<file path="src/rtl/reg_file_sb.sv">
// Parametrised register file with implicit accumulator, immediate B operand and
// a single-outstanding-load scoreboard (writeback port, bypass and stall).
module reg_file_sb #(
    parameter int DW      = 8,
    parameter int AW      = 3,
    parameter int ACC_IDX = 0
) (
    input  logic          clk,
    input  logic          rst_n,
    input  logic          wr_en,
    input  logic          mov_instr,
    input  logic          imm_val,
    input  logic [AW-1:0] addr_a,
    input  logic [AW-1:0] addr_b,
    input  logic [DW-1:0] dat_in,
    input  logic          ld_issue,
    input  logic          ld_valid,
    input  logic [DW-1:0] ld_data,
    output logic [DW-1:0] dat_a_out,
    output logic [DW-1:0] dat_b_out,
    output logic          stall,
    output logic          ld_busy,
    output logic          ld_err
);

    localparam int            DEPTH = 1 << AW;
    localparam logic [AW-1:0] ACC   = AW'(ACC_IDX);

    localparam logic [0:0] IDLE    = 1'b0;
    localparam logic [0:0] PENDING = 1'b1;

    logic [DW-1:0] core [DEPTH];
    logic [0:0]    state;
    logic [AW-1:0] pend_idx;
    logic          err_q;

    logic [AW-1:0] d_idx;
    logic          pending;
    logic          wb_fire;
    logic          hit_a;
    logic          hit_b;
    logic          wr_fire;
    logic [DW-1:0] imm_ext;

    assign d_idx   = mov_instr ? addr_a : ACC;
    assign pending = (state == PENDING);
    assign wb_fire = pending & ld_valid;

    // hit_a covers both a RAW read on A and a WAW on the destination.
    assign hit_a = (d_idx == pend_idx);
    assign hit_b = !imm_val && (addr_b == pend_idx);

    assign stall   = pending & !ld_valid & (hit_a | hit_b | ld_issue);
    assign wr_fire = wr_en & !ld_issue & !stall;

    assign ld_busy = pending;
    assign ld_err  = err_q;

    always_comb begin
        imm_ext         = '0;
        imm_ext[AW-1:0] = addr_b;
    end

    // Returning load data is forwarded to any read that targets the pending register.
    always_comb begin
        dat_a_out = core[d_idx];
        if (wb_fire && hit_a) begin
            dat_a_out = ld_data;
        end
    end

    always_comb begin
        dat_b_out = core[addr_b];
        if (imm_val) begin
            dat_b_out = imm_ext;
        end else if (wb_fire && hit_b) begin
            dat_b_out = ld_data;
        end
    end

    // The ALU write is applied after the load writeback so the younger instruction wins a collision.
    always_ff @(posedge clk or negedge rst_n) begin
        if (!rst_n) begin
            for (int i = 0; i < DEPTH; i++) begin
                core[i] <= '0;
            end
        end else begin
            if (wb_fire) begin
                core[pend_idx] <= ld_data;
            end
            if (wr_fire) begin
                core[d_idx] <= dat_in;
            end
        end
    end

    always_ff @(posedge clk or negedge rst_n) begin
        if (!rst_n) begin
            state    <= IDLE;
            pend_idx <= '0;
            err_q    <= 1'b0;
        end else begin
            case (state)
                IDLE: begin
                    if (ld_valid) begin
                        err_q <= 1'b1;
                    end
                    if (ld_issue) begin
                        state    <= PENDING;
                        pend_idx <= d_idx;
                    end
                end
                PENDING: begin
                    if (ld_valid) begin
                        if (ld_issue) begin
                            pend_idx <= d_idx;
                        end else begin
                            state <= IDLE;
                        end
                    end
                end
                default: begin
                    state <= IDLE;
                end
            endcase
        end
    end

endmodule

</file>
<file path="config.mk">
export PLATFORM = sky130hd
export DESIGN_NAME = reg_file_sb
export DESIGN_NICKNAME = d
export VERILOG_FILES = /design/src/rtl/reg_file_sb.sv
export SDC_FILE = /design/constraint.sdc
export NUM_CORES = 1
export LEC_CHECK = 0
export ABC_AREA = 1
export ABC_CLOCK_PERIOD_IN_PS = 2400
export BUFFER_PORTS_ARGS = -buffer_cell sky130_fd_sc_hd__buf_2
export CELL_PAD_IN_SITES_DETAIL_PLACEMENT = 1
export CELL_PAD_IN_SITES_GLOBAL_PLACEMENT = 1
export CORE_MARGIN = 4
export CORE_UTILIZATION = 46
export DETAILED_ROUTE_END_ITERATION = 10
export PLACE_DENSITY_LB_ADDON = 0.1
export SLEW_MARGIN = 20
export SYNTH_ARGS = -nofsm -noshare
export SYNTH_HDL_FRONTEND = slang
export SYNTH_SLANG_ARGS = --single-unit
</file>
<file path="constraint.sdc">
create_clock -name clk -period 2.4 [get_ports clk]
set_input_delay 0.48 -clock clk [delete_from_list [all_inputs] [get_ports clk]]
set_output_delay 0.48 -clock clk [all_outputs]
set_load 0.05 [all_outputs]
</file>
# After elaboration in Yosys (flattened, before gate mapping)
# Index checks and enable logic that the tools add are counted.
# op_classes
order_cmp,5
eq_ne,3
muxes,24
bitwise,11
reduce_logical,10
# op_table
op,n
$bwmux 64,2
$mux 64,2
$mux 8,9
$bmux 8 s3,2
$demux 8 s3,2
$ge 4x4->1 const B,3
$not 3->4,3
$mux 3,3
$lt 4x1->1 const B,2
$eq 3x3->1,2
$pmux 3 s2,1
$and 1x1->1,5
$logic_and 1x1->1,5
$logic_not 1->1,4
$mux 1,2
$ne 2x2->1 const B,1
$or 1x1->1,2
$pmux 1 s2,1
$reduce_and 2->1,1
$not 1->1,1
# word_totals
register_bits,69
out_inout_bits,19
word_cells,64

# Logic depth before layout (Yosys ltp)
# Gate-level depths: netlist of run 1.
# logic_depth
word_depth,9
ltp_mapped,12
ltp_nobuf,10

# Worst setup path after synthesis of run 1
# Ideal clock, no wire load.
# synth_timing
path_kind,register to output
from,register state (netlist: ld_busy)
to,output dat_b_out[5]
t_arrival_ns,1.995
setup_slack_ns,-0.075
stages_incl_launch_ff,6
n_path_buf,0
path_cell_list,dfrtp_1 -> nand2_1 -> nand3b_1 -> nand3_1 -> nand2_1 -> nor2_1
# synth_between
elab_chain_len,4
# synth_lines
element,line,source
from (decl),33,logic [0:0] state;
from (signal assigned),99,state <= IDLE;
from (signal assigned),109,state <= PENDING;
from (signal assigned),118,state <= IDLE;
$and 1x1->1,47,assign wb_fire = pending & ld_valid;
$logic_and 1x1->1,76,end else if (wb_fire && hit_b) begin
$mux 8,76,
$mux 8,74,if (imm_val) begin
to (decl),20,"output logic [DW-1:0] dat_b_out,"
# No other way between the ends.

# Worst setup path after layout of run 1
# layout_timing
from,register pend_idx[2]
to,output dat_b_out[2]
# layout_between
elab_chain_len,5
# layout_lines
element,line,source
from (decl),34,logic [AW-1:0] pend_idx;
from (signal assigned),110,pend_idx <= d_idx;
from (signal assigned),116,pend_idx <= d_idx;
$eq 3x3->1,51,assign hit_b = !imm_val && (addr_b == pend_idx);
$logic_and 1x1->1,51,
$logic_and 1x1->1,76,
$mux 8,76,
$mux 8,74,
# No other way between the ends.

==> results.md, run 1 <==
- Run status: finished with violations
- Violations in the final reports: negative setup slack
- Type of the worst setup path: reg -> out
- WP depth: 11
- Headroom to the max-slew limit: approximately three fifths
- Post-route met1 wirelength: roughly 11000 um
- Non-filler cells in the finished layout: between 1000 and 1500
- Hold Worst Slack: 0.0137 ns
- Number of placement rows: 42
- CTS sink cnt: 69
- Global-route congestion overflow total: 0
- Routed length on met3: between 2000 and 2500 um
- Post-Layout Inst Area: approximately 7500 um2
- Tot Pwr: 6.21 mW
- Flop and latch count out of synthesis: 69
- Leak: about 4 nW
- Inserted Diodes: 0
- Cell area after synthesis: between 6000 and 7000 um2
- Largest voltage drop on the vdd net: about 0.00062 V
- Origin of the critical flop-to-flop path: ld_busy
- Avg Synthesized Cell Area: 5.93 um2
- Largest cells by area after synthesis: dfrtp_1 28%, nand2_1 19%, nand3_1 19%, o21ai_0 8.7%, and2_1 6.5%
- Number of vias per cell after detailed routing: around 6.0
- Layout cell share with drive strength beyond 1: 15.3%
- Aggregate negative setup slack: -0.440 ns
- Post-Syn Nets: 1071
- R2r endpoint: core[34]
- Final-report max-slew violation count: 0
- Category of the worst setup path launch point: flop
- Met2 Routed Length: between 10000 and 15000 um
- Worst path cell trace: inv_2 -> nand2_1 -> nand2_1 -> nor2_2 -> nand2_1 -> nor2_1 -> buf_4 -> a21oi_2 -> nand2_2 -> nand2_2 -> buf_8
- Clock latency on the worst-skew pair: 0.35 ns
- Global-route wire length before repair: between 40000 and 50000 um
- Upper clock frequency limit: roughly 0.40 GHz
- Area of the core: about 13000 um2
- Top-level port count: 48
- Final net count: around 1100
- Share of synthesized area occupied by flip-flops and latches: about 28%
- Routed vias: 7735
- DRC violation count after routing: 0
- RSZ-0062 raised after global routing: yes
- Critical path required time: 1.92 ns
- # setup viols final: 7
- Instance area at placement: 6870 um2
- Pin count of the biggest net entering global routing: 65
- Area grow syn2layout: 21.0%
- Startpoint of the most critical setup path: pend_idx[2]
- Initial antenna violation count: 0
- Post-Route Skew: slightly above 0.009 ns
- Detailed placement HPWL: between 15000 and 20000 um
- Period utilisation layout: 104%
- Top routing layer in use: met4
- WL per Instance: around 22 um
- Most common cell after layout, fill and taps aside: nand2_1
- Global-route usage over all layers: approximately 36%
- Area share of the largest cell type after synthesis: between 20 and 30%
- Die Ht: ~120 um
- Power Density: 830 nW/um2
- Max-capacitance violation count: 0
- PortBufs: 47
- Slack of the critical path: -0.105 ns
- Worst path top cell family by delay: simple AND/OR/NAND/NOR gates
- 1st-pass router iterations: 5
- Crit-path max cell delay: 0.41 ns
- Largest driver fanout on the critical path: 7
- Buf/Inv on CP: 3
- Capture point of the worst path: dat_b_out[2]
- Clock tree from TritonCTS: yes
- Warnings from Yosys: 0
- Clock slew seen by the registers of the worst setup and hold paths: 0.06 ns
- Clock buffers created by TritonCTS: 9
- Reg-to-reg setup timing slack: 0.17 ns
- Count of endpoints failing hold in the final timing report: 0
- Area of the die: 15400 um2
- Commonest cells after routing, fill and taps aside: 305 x nand2_1, 231 x nand3_1, 103 x o21ai_0
- Initial Utilization: about 47%
- Violation count after the first detailed-routing iteration: roughly 880
- Chip Width: 124 um
- CP Data Arrival Time: between 2 and 2.5 ns
- Remaining antenna violation count after routing: 0
- Root buffer cell: clkbuf_16
- Weighted congestion at the end of routability-driven global placement: slightly above 0.9
- Count of placed standard cells including taps: around 1300
- Post-layout min period: about 2.5 ns
- Count of filler cells inserted in the layout: 1841
- Post-Syn Instances: 1042
- Layout Utilization: a little under three fifths
- Worst hold-check path type: in -> async
- Unique cell type count in the Yosys netlist: 21
- Cell repeated most along the worst path: nand2_1
- Post-cts hold buffer count: 0
- Number of levels in the clock H-tree: 3
- Total routed wirelength: about 28000 um
- Type of element capturing the critical path: output pin
- Depth of the worst register-to-register path: 10
- Max Root-Sink Buffers: 2
- Post-place setup slack: ~0.014 ns
- Via count of the first global-routing pass: approximately 7500
- Dominant cell type by area after synthesis: dfrtp_1
- Measured slew at the worst slew-check pin: 0.570 ns
- Master of the slowest instance on the critical path: dfrtp_1
cells in the mapped netlist:
cell type,n
buf_1,3
nor2_1,33
a21o_1,1
nor2_2,6
nor2_4,2
a21oi_1,39
inv_2,2
o21ai_0,108
buf_6,5
clkbuf_1,17
o211ai_1,12
nand3b_1,1
nand2_1,317
buf_4,2
dfrtp_1,69
nand2_2,2
and2_1,64
inv_1,93
buf_2,30
nand3_1,232
clkinv_1,4
metal layers:
layer / vias up / GRT usage, %
met5: - / 0
met4: 0 / 16.9
met3: 97 / 6.09
met2: 403 / 55.3
met1: 3714 / 48.0
li1: 3521 / -
report_power, final:
group	leakage (nW)	internal (mW)	switching, mW	total, mW
Combinational	2.89	0.992	1.82	2.81
Clock	0.165	1.04	0.591	1.63
Sequential	0.853	1.52	0.240	1.76
how the worst min path moves through the flow:
stage / cells past startpoint / end / slack [ns]
after floorplan: 0 / core[0] / 0.18
after global placement: 1 / core[33] / 0.39
after detailed placement: 1 / core[33] / 0.39
after CTS: 1 / core[40] / 0.02
after global routing: 1 / core[33] / 0.02
final: 1 / core[33] / 0.01
registers in the layout, summed over array words and instances (netlist names):
name	cells
ld_busy	1
pend_idx	3
ld_err	1
core	64
cell type report:
type                            count  area [um2]  share of cell area, %
Timing Repair Buffer              106         901                   12.0
Multi-Input combinational cell    817        3910                   52.3
Clock inverter                      6         110                   1.47
Clock buffer                       10         239                   3.20
Inverter                           99         372                   4.97
Tap cell                          176         220                   2.94
Sequential cell                    69        1730                   23.1
cells by family (layout without fill, tap and decap cells):
| group | Yosys count | count (layout) | share of synthesized area, % |
|---|---|---|---|
| and+or+nand+nor | 657 | 657 | 47.8 |
| AOI/OAI and AO/OA | 160 | 160 | 13.5 |
| buffers and inverters | 156 | 221 | 10.8 |
| DFF | 69 | 69 | 27.9 |
timing repair:
| item | 4_1_cts | 5_1_grt |
|---|---|---|
| pin swaps | 0 | 13 |
| buffers inserted | 2 | 2 |
| endpoints found under the setup margin | 16 | 17 |
| gates resized for setup | 7 | 86 |
No activity file was read; power rests on OpenSTA's default activity.
==> inputs of run 2 (changes only) <==
--- a/config.mk
+++ b/config.mk
@@ -14,7 +14,7 @@
 export CORE_UTILIZATION = 46
 export DETAILED_ROUTE_END_ITERATION = 10
 export PLACE_DENSITY_LB_ADDON = 0.1
-export SLEW_MARGIN = 20
+export SETUP_SLACK_MARGIN = 0.5
 export SYNTH_ARGS = -nofsm -noshare
 export SYNTH_HDL_FRONTEND = slang
 export SYNTH_SLANG_ARGS = --single-unit
==> run 2 against run 1 <==
The flow still finishes with violations (negative setup slack). Clock-buffer cell count stayed put. Total power grew 13%. Design area increased by 12%. Sequential power rose by 3%. Core utilization up 7.0 points. Clock skew up 0.0021 ns. Critical path depth is 1 lower. Sequential share of layout area decreased by 2.5 points. Final cell count increased by 3.4%. Largest cell class unchanged. Largest power group unchanged.
==> results.md, run 2 (synthesized netlist as in run 1, its figures left out) <==
- Layout cell share with drive strength beyond 1: 21.9% (+6.6 points)
- Routed vias: 9455 (+22%)
- Register bank with the most flops: core
- Final-report max-slew violation count: 0 (unchanged)
- Layout Utilization: 63.7% (+7.0 points)
- Final net count: 1174 (+3.8%)
- Clock latency on the worst-skew pair: 0.37 ns (+0.02 ns)
- Area of the die: 15400 um2 (unchanged)
- Largest registers: core x64, pend_idx x3
- Cell repeated most along the worst path: nor2_4
- Category of the worst setup path launch point: input pin
- Startpoint of the most critical setup path: addr_b[1]
- Worst hold-check path type: in -> async
- Commonest cells after routing, fill and taps aside: 273 x nand2_1, 228 x nand3_1, 101 x o21ai_0
- PortBufs: 47 (unchanged)
- Hold Worst Slack: 0.111 ns (+0.0970 ns)
- Initial Utilization: 46.9% (unchanged)
- Clock slew seen by the registers of the worst setup and hold paths: 0.07 ns (about the same)
- Count of placed standard cells including taps: 1277 (+1.1%)
- Global-route usage over all layers: 39.5% (+4.0 points)
- Via count of the first global-routing pass: 8096 (+8.5%)
- Measured slew at the worst slew-check pin: 0.630 ns (+0.0602 ns)
- Type of the worst setup path: in -> out
- Detailed placement HPWL: 19300 um (+3.9%)
- Master of the slowest instance on the critical path: nand3_1
- Clock buffers created by TritonCTS: 9 (unchanged)
- Type of element capturing the critical path: output pin
- Total routed wirelength: 40200 um (+45%)
- Critical path required time: 1.92 ns (about the same)
- Die Ht: 124 um (unchanged)
- Worst path top cell family by delay: simple AND/OR/NAND/NOR gates
- Buf/Inv on CP: 4 (+1)
- DRC violation count after routing: 0 (unchanged)
- Number of levels in the clock H-tree: 3 (unchanged)
- Power Density: 832 nW/um2 (+0.30%)
- Largest voltage drop on the vdd net: 0.000695 V (+12%)
- 1st-pass router iterations: 6 (+1)
- Initial antenna violation count: 0 (unchanged)
- Violations in the final reports: negative setup slack
- Most common cell after layout, fill and taps aside: nand2_1
- Max-capacitance violation count: 0 (unchanged)
- Area of the core: 13200 um2 (unchanged)
- Largest driver fanout on the critical path: 10 (+3)
- Global-route wire length before repair: 45600 um (+11%)
- Post-place setup slack: -0.0782 ns (-0.0917 ns)
- Inserted Diodes: 0 (unchanged)
- Root buffer cell: clkbuf_16
- Remaining antenna violation count after routing: 0 (unchanged)
- Slack of the critical path: -0.208 ns (-0.102 ns)
- Aggregate negative setup slack: -1.88 ns (-1.44 ns)
- Global-route congestion overflow total: 0 (unchanged)
- Number of placement rows: 42 (unchanged)
- Crit-path max cell delay: 0.32 ns (-0.09 ns)
- Worst path cell trace: buf_2 -> inv_1 -> buf_4 -> a21oi_1 -> o21ai_0 -> nand3_1 -> nand2_1 -> nor2_4 -> nor2_4 -> buf_8
- Headroom to the max-slew limit: 57.9% (-4.0 points)
- Post-Route Skew: 0.0114 ns (+0.00214 ns)
- Run status: finished with violations
- Max Root-Sink Buffers: 2 (unchanged)
- Post-cts hold buffer count: 0 (unchanged)
- WL per Instance: 30.3 um (+41%)
- Weighted congestion at the end of routability-driven global placement: 0.975 (+6.1%)
- CP Data Arrival Time: 2.13 ns (+0.10 ns)
- Number of vias per cell after detailed routing: 7.13 (+18%)
- Leak: 4.33 nW (+11%)
- Chip Width: 124 um (unchanged)
- # setup viols final: 16 (+9)
- Clock tree from TritonCTS: yes
- Area grow syn2layout: 36.0%
- Count of endpoints failing hold in the final timing report: 0 (unchanged)
- CTS sink cnt: 69 (unchanged)
- Number of flip-flops in the largest register: 64 (unchanged)
- Violation count after the first detailed-routing iteration: 1666 (+90%)
- Pin count of the biggest net entering global routing: 53 (-18%)
- Top-level port count: 48 (unchanged)
- Upper clock frequency limit: 0.383 GHz (-3.9%)
- Tot Pwr: 7.00 mW (+13%)
- Post-Layout Inst Area: 8410 um2 (+12%)
- Period utilisation layout: 109% (+4.3 points)
- RSZ-0062 raised after global routing: yes
- Non-filler cells in the finished layout: 1326 (+3.4%)
- Origin of the critical flop-to-flop path: pend_idx[0]
- Post-layout min period: 2.61 ns (+0.102 ns)
- Instance area at placement: 7070 um2 (+2.9%)
## run 2: final timing paths
path / end / slack (ns) / cells after the start
setup / recovery: dat_b_out[3] / -0.21 / 10
hold / removal: core[47] / 0.11 / 1
setup reg to reg: core[42] / 0.09 / 12
hold reg to reg: ld_err / 0.51 / 1
max in group asynchronous: core[11] / 1.66 / 2
min in group clk: ld_err / 0.41 / 2
## run 2: routing by layer
metal	GRT usage, %	vias to the layer above	wire length (um)	share of wire (%)
met1	49.9	4407	13500	33
li1	-	3620	-	-
met4	23.7	0	4030	10
met5	0	-	0	0
met3	9.13	386	5970	15
met2	61.4	1042	16800	42
## run 2: area by class of cell
class	count	area (um2)
Fill cell	1705	4780
Multi-Input combinational cell	819	4170
Tap cell	176	220
Timing Repair Buffer	147	1570
Clock buffer	10	239
Inverter	99	383
Sequential cell	69	1730
Clock inverter	6	86.3
## run 2: timing repair
item	in CTS	in global routing
resized for setup	66	98
pin swaps	13	33
buffers inserted	5	11
setup endpoints to repair	81	81
gates cloned	5	12
## run 2: where the power goes
group	switching, mW	total (mW)	internal [mW]
clock	0.608	1.55	0.937
sequential	0.296	1.81	1.52
combinational	2.44	3.64	1.20
==> inputs of run 3 (changes only) <==
--- a/config.mk
+++ b/config.mk
@@ -6,12 +6,11 @@
 export NUM_CORES = 1
 export LEC_CHECK = 0
 export ABC_AREA = 1
-export ABC_CLOCK_PERIOD_IN_PS = 2400
 export BUFFER_PORTS_ARGS = -buffer_cell sky130_fd_sc_hd__buf_2
 export CELL_PAD_IN_SITES_DETAIL_PLACEMENT = 1
 export CELL_PAD_IN_SITES_GLOBAL_PLACEMENT = 1
 export CORE_MARGIN = 4
-export CORE_UTILIZATION = 46
+export CORE_UTILIZATION = 39
 export DETAILED_ROUTE_END_ITERATION = 10
 export PLACE_DENSITY_LB_ADDON = 0.1
 export SETUP_SLACK_MARGIN = 0.5
==> constraint.sdc (replaced) <==
create_clock -name clk -period 2.2 [get_ports clk]
set_input_delay 0.44 -clock clk [delete_from_list [all_inputs] [get_ports clk]]
set_output_delay 0.44 -clock clk [all_outputs]
set_load 0.05 [all_outputs]
==> run 3 against run 2 <==
The run still ends with negative setup slack left. Total power grew 1.3%. Final cell count is 2.6% higher. Combinational power rose by 1%. Clock power decreased by 5%. Sequential share of layout area shrank 0.75 points.
==> results.md, run 3 (synthesized netlist as in run 1, its figures left out) <==
- Depth of the worst register-to-register path: 15 (+3)
- Initial Utilization: 40.2% (-6.7 points)
- Via count of the first global-routing pass: 7765 (-4.1%)
- Worst hold-check path type: in -> async
- Sw Ratio: 45.6% (-2.2 points)
- Area of the core: 15400 um2 (+17%)
- Hold Worst Slack: 0.0440 ns (-0.0667 ns)
- Clock tree from TritonCTS: yes
- Number of vias per cell after detailed routing: 6.10 (-15%)
- Root buffer cell: clkbuf_16
- Global-route wire length before repair: 45300 um (-0.73%)
- RSZ-0062 raised after global routing: yes
- Layout cell share with drive strength beyond 1: 26.6% (+4.7 points)
- Register bank with the most flops: core
- Violations in the final reports: negative setup slack
- DRC violation count after routing: 0 (unchanged)
- Category of the worst setup path launch point: flop
- Number of placement rows: 45 (+7.1%)
- Headroom to the max-slew limit: 62.5% (+4.7 points)
- # setup viols final: 17 (+1)
- Final-report max-slew violation count: 0 (unchanged)
- Largest voltage drop on the vdd net: 0.000421 V (-39%)
- Type of element capturing the critical path: output pin
- Chip Width: 134 um (+8.0%)
- Buf/Inv on CP: 3 (-1)
- WL per Instance: 24.6 um (-19%)
- Inserted Diodes: 0 (unchanged)
- Tot Pwr: 7.08 mW (+1.3%)
- Number of levels in the clock H-tree: 3 (unchanged)
- Worst path cell trace: inv_2 -> nand2_2 -> nand2_2 -> nor2_4 -> nand2_2 -> nor2_4 -> buf_6 -> nor2_1 -> nor2_4 -> buf_8
- Number of flip-flops in the largest register: 64 (unchanged)
- Worst path top cell family by delay: simple AND/OR/NAND/NOR gates
- Reg-to-reg setup timing slack: 0.12 ns (+0.03 ns)
- Routed vias: 8297 (-12%)
- Detailed placement HPWL: 19400 um (about the same)
- Area grow syn2layout: 41.1%
- Leak: 4.42 nW (+2.2%)
- Post-cts hold buffer count: 0 (unchanged)
- PortBufs: 47 (unchanged)
- Die Ht: 134 um (+8.0%)
- Top-level port count: 48 (unchanged)
- Most common cell after layout, fill and taps aside: nand2_1
- Total routed wirelength: 33500 um (-17%)
- Clock buffers created by TritonCTS: 9 (unchanged)
- Internal power consumption: 3.85 mW (+5.4%)
- Largest driver fanout on the critical path: 7 (-3)
- Origin of the critical flop-to-flop path: pend_idx[2]
- Global-route congestion overflow total: 0 (unchanged)
- CP Data Arrival Time: 1.93 ns (-0.20 ns)
- Count of filler cells inserted in the layout: 2032 (+19%)
- Final net count: 1174 (unchanged)
- Crit-path max cell delay: 0.44 ns (+0.12 ns)
- Area of the die: 17900 um2 (+17%)
- CTS sink cnt: 69 (unchanged)
- Period utilisation layout: 108%
- Pin count of the biggest net entering global routing: 37 (-30%)
- Total net switching power: 3.23 mW (-3.3%)
- Count of endpoints failing hold in the final timing report: 0 (unchanged)
- Commonest cells after routing, fill and taps aside: 256 x nand2_1, 198 x nand3_1, 103 x o21ai_0
- Clk network pwr share: 20.7% (-1.4 points)
- Master of the slowest instance on the critical path: dfrtp_1
- Aggregate negative setup slack: -1.48 ns (+0.404 ns)
- Max Root-Sink Buffers: 2 (unchanged)
- 1st-pass router iterations: 6 (unchanged)
- Largest registers: core x64, pend_idx x3
- Logic pwr share: 52.2% (+0.2 points)
- Max-capacitance violation count: 0 (unchanged)
- Initial antenna violation count: 0 (unchanged)
- Weighted congestion at the end of routability-driven global placement: 0.920 (-5.6%)
- Power Density: 812 nW/um2 (-2.4%)
- Type of the worst setup path: reg -> out
- Remaining antenna violation count after routing: 0 (unchanged)
- Measured slew at the worst slew-check pin: 0.562 ns (-0.0682 ns)
- Upper clock frequency limit: around 0.42 GHz
- Part of the power in registers: 27.1% (+1.2 points)
- Run status: finished with violations
- Global-route usage over all layers: 33.1% (-6.5 points)
- R2r endpoint: core[43]
- Clock latency on the worst-skew pair: 0.36 ns (about the same)
- Violation count after the first detailed-routing iteration: 823 (-51%)
- Post-layout min period: 2.37 ns
- Clock slew seen by the registers of the worst setup and hold paths: 0.07 ns (about the same)
- Slack of the critical path: -0.174 ns (+0.0340 ns)
- Post-Route Skew: 0.00538 ns (-0.00602 ns)
- Critical path required time: 1.76 ns (-0.16 ns)
## run 3: cell types whose count changed in the layout (fill, tap and decap cells not counted), moves of 3 or more
cell,before,now
buf_6,10,13
nand2_1,273,256
buf_8,18,14
nand2_2,30,40
buf_12,9,18
nor2_2,5,9
buf_4,70,64
nand3_2,3,32
nor2_1,21,18
nand2_4,13,21
o21ai_1,6,2
buf_16,5,8
nand3_1,228,198
clkinv_2,2,5
## run 3: stage by stage
stage,std cells,utilization [%],worst slack [ns],area [um2]
after floorplan,1042,-,0.305,6350
after global placement,1310,46.6,-0.189,7160
after detailed placement,1310,46.6,-0.314,7160
after CTS,1342,52.9,-0.0702,8140
after global routing,1361,56.8,-0.247,8730
final,1361,56.8,-0.174,8730
## run 3: worst register-to-register path: stages, from the launching register on
cell and delay [ns]:
dfrtp_1 0.44, inv_2 0.11, nand2_2 0.07, nand2_2 0.09
nor2_4 0.04, nand2_2 0.10, buf_4 0.13, nand3_4 0.08
nand2_8 0.12, buf_6 0.11, buf_12 0.13, nand2_8 0.10
buf_12 0.17, buf_16 0.15, nand2_1 0.07, nand2_1 0.07
## run 3: what timing repair did
item	in CTS	in global routing
pin swaps	9	24
cloned	7	6
resized for setup	130	95
endpoints found under the setup margin	81	81
setup buffers	9	13
## run 3: power groups by stage
| stage | logic, mW | registers (mW) | clock network, mW |
|---|---|---|---|
| after global routing | 4.01 | 1.95 | 1.52 |
| after CTS | 3.23 | 1.90 | 1.46 |
| final | 3.69 | 1.92 | 1.47 |
| after global placement | 2.82 | 1.91 | 0 |
| after floorplan | 2.12 | 1.81 | 0 |
| after detailed placement | 2.89 | 1.92 | 0 |
## run 3: worst max path at each step
| stage | slack (ns) | end | depth (start not counted) | start |
|---|---|---|---|---|
| 2_1_floorplan | 0.31 | dat_b_out[5] | 9 | addr_b[0] |
| 3_3_place_gp | -0.19 | dat_a_out[2] | 10 | mov_instr |
| 3_5_place_dp | -0.31 | dat_a_out[2] | 10 | mov_instr |
| 4_1_cts | -0.07 | dat_b_out[7] | 10 | pend_idx[2] |
| 5_1_grt | -0.25 | dat_b_out[7] | 10 | pend_idx[2] |
| 6_report | -0.17 | dat_b_out[7] | 10 | pend_idx[2] |
## run 3: layout make-up
cell class,count,area (um2),share of cell area [%]
Multi-Input combinational cell,817,4390,50.3
Sequential cell,69,1730,19.8
Timing Repair Buffer,149,1680,19.3
Inverter,99,383,4.39
Tap cell,211,264,3.03
Clock buffer,11,253,2.90
Clock inverter,5,25.0,0.287
## run 3: metal layers
layer	up-vias	GRT usage, %	wire [um]	part of all wire (%)
met5	-	0	0	0
li1	3610	-	-	-
met1	4066	44.6	13300	40
met4	0	13.6	1840	5.5
met3	155	5.48	3100	9.3
met2	466	52.8	15300	46
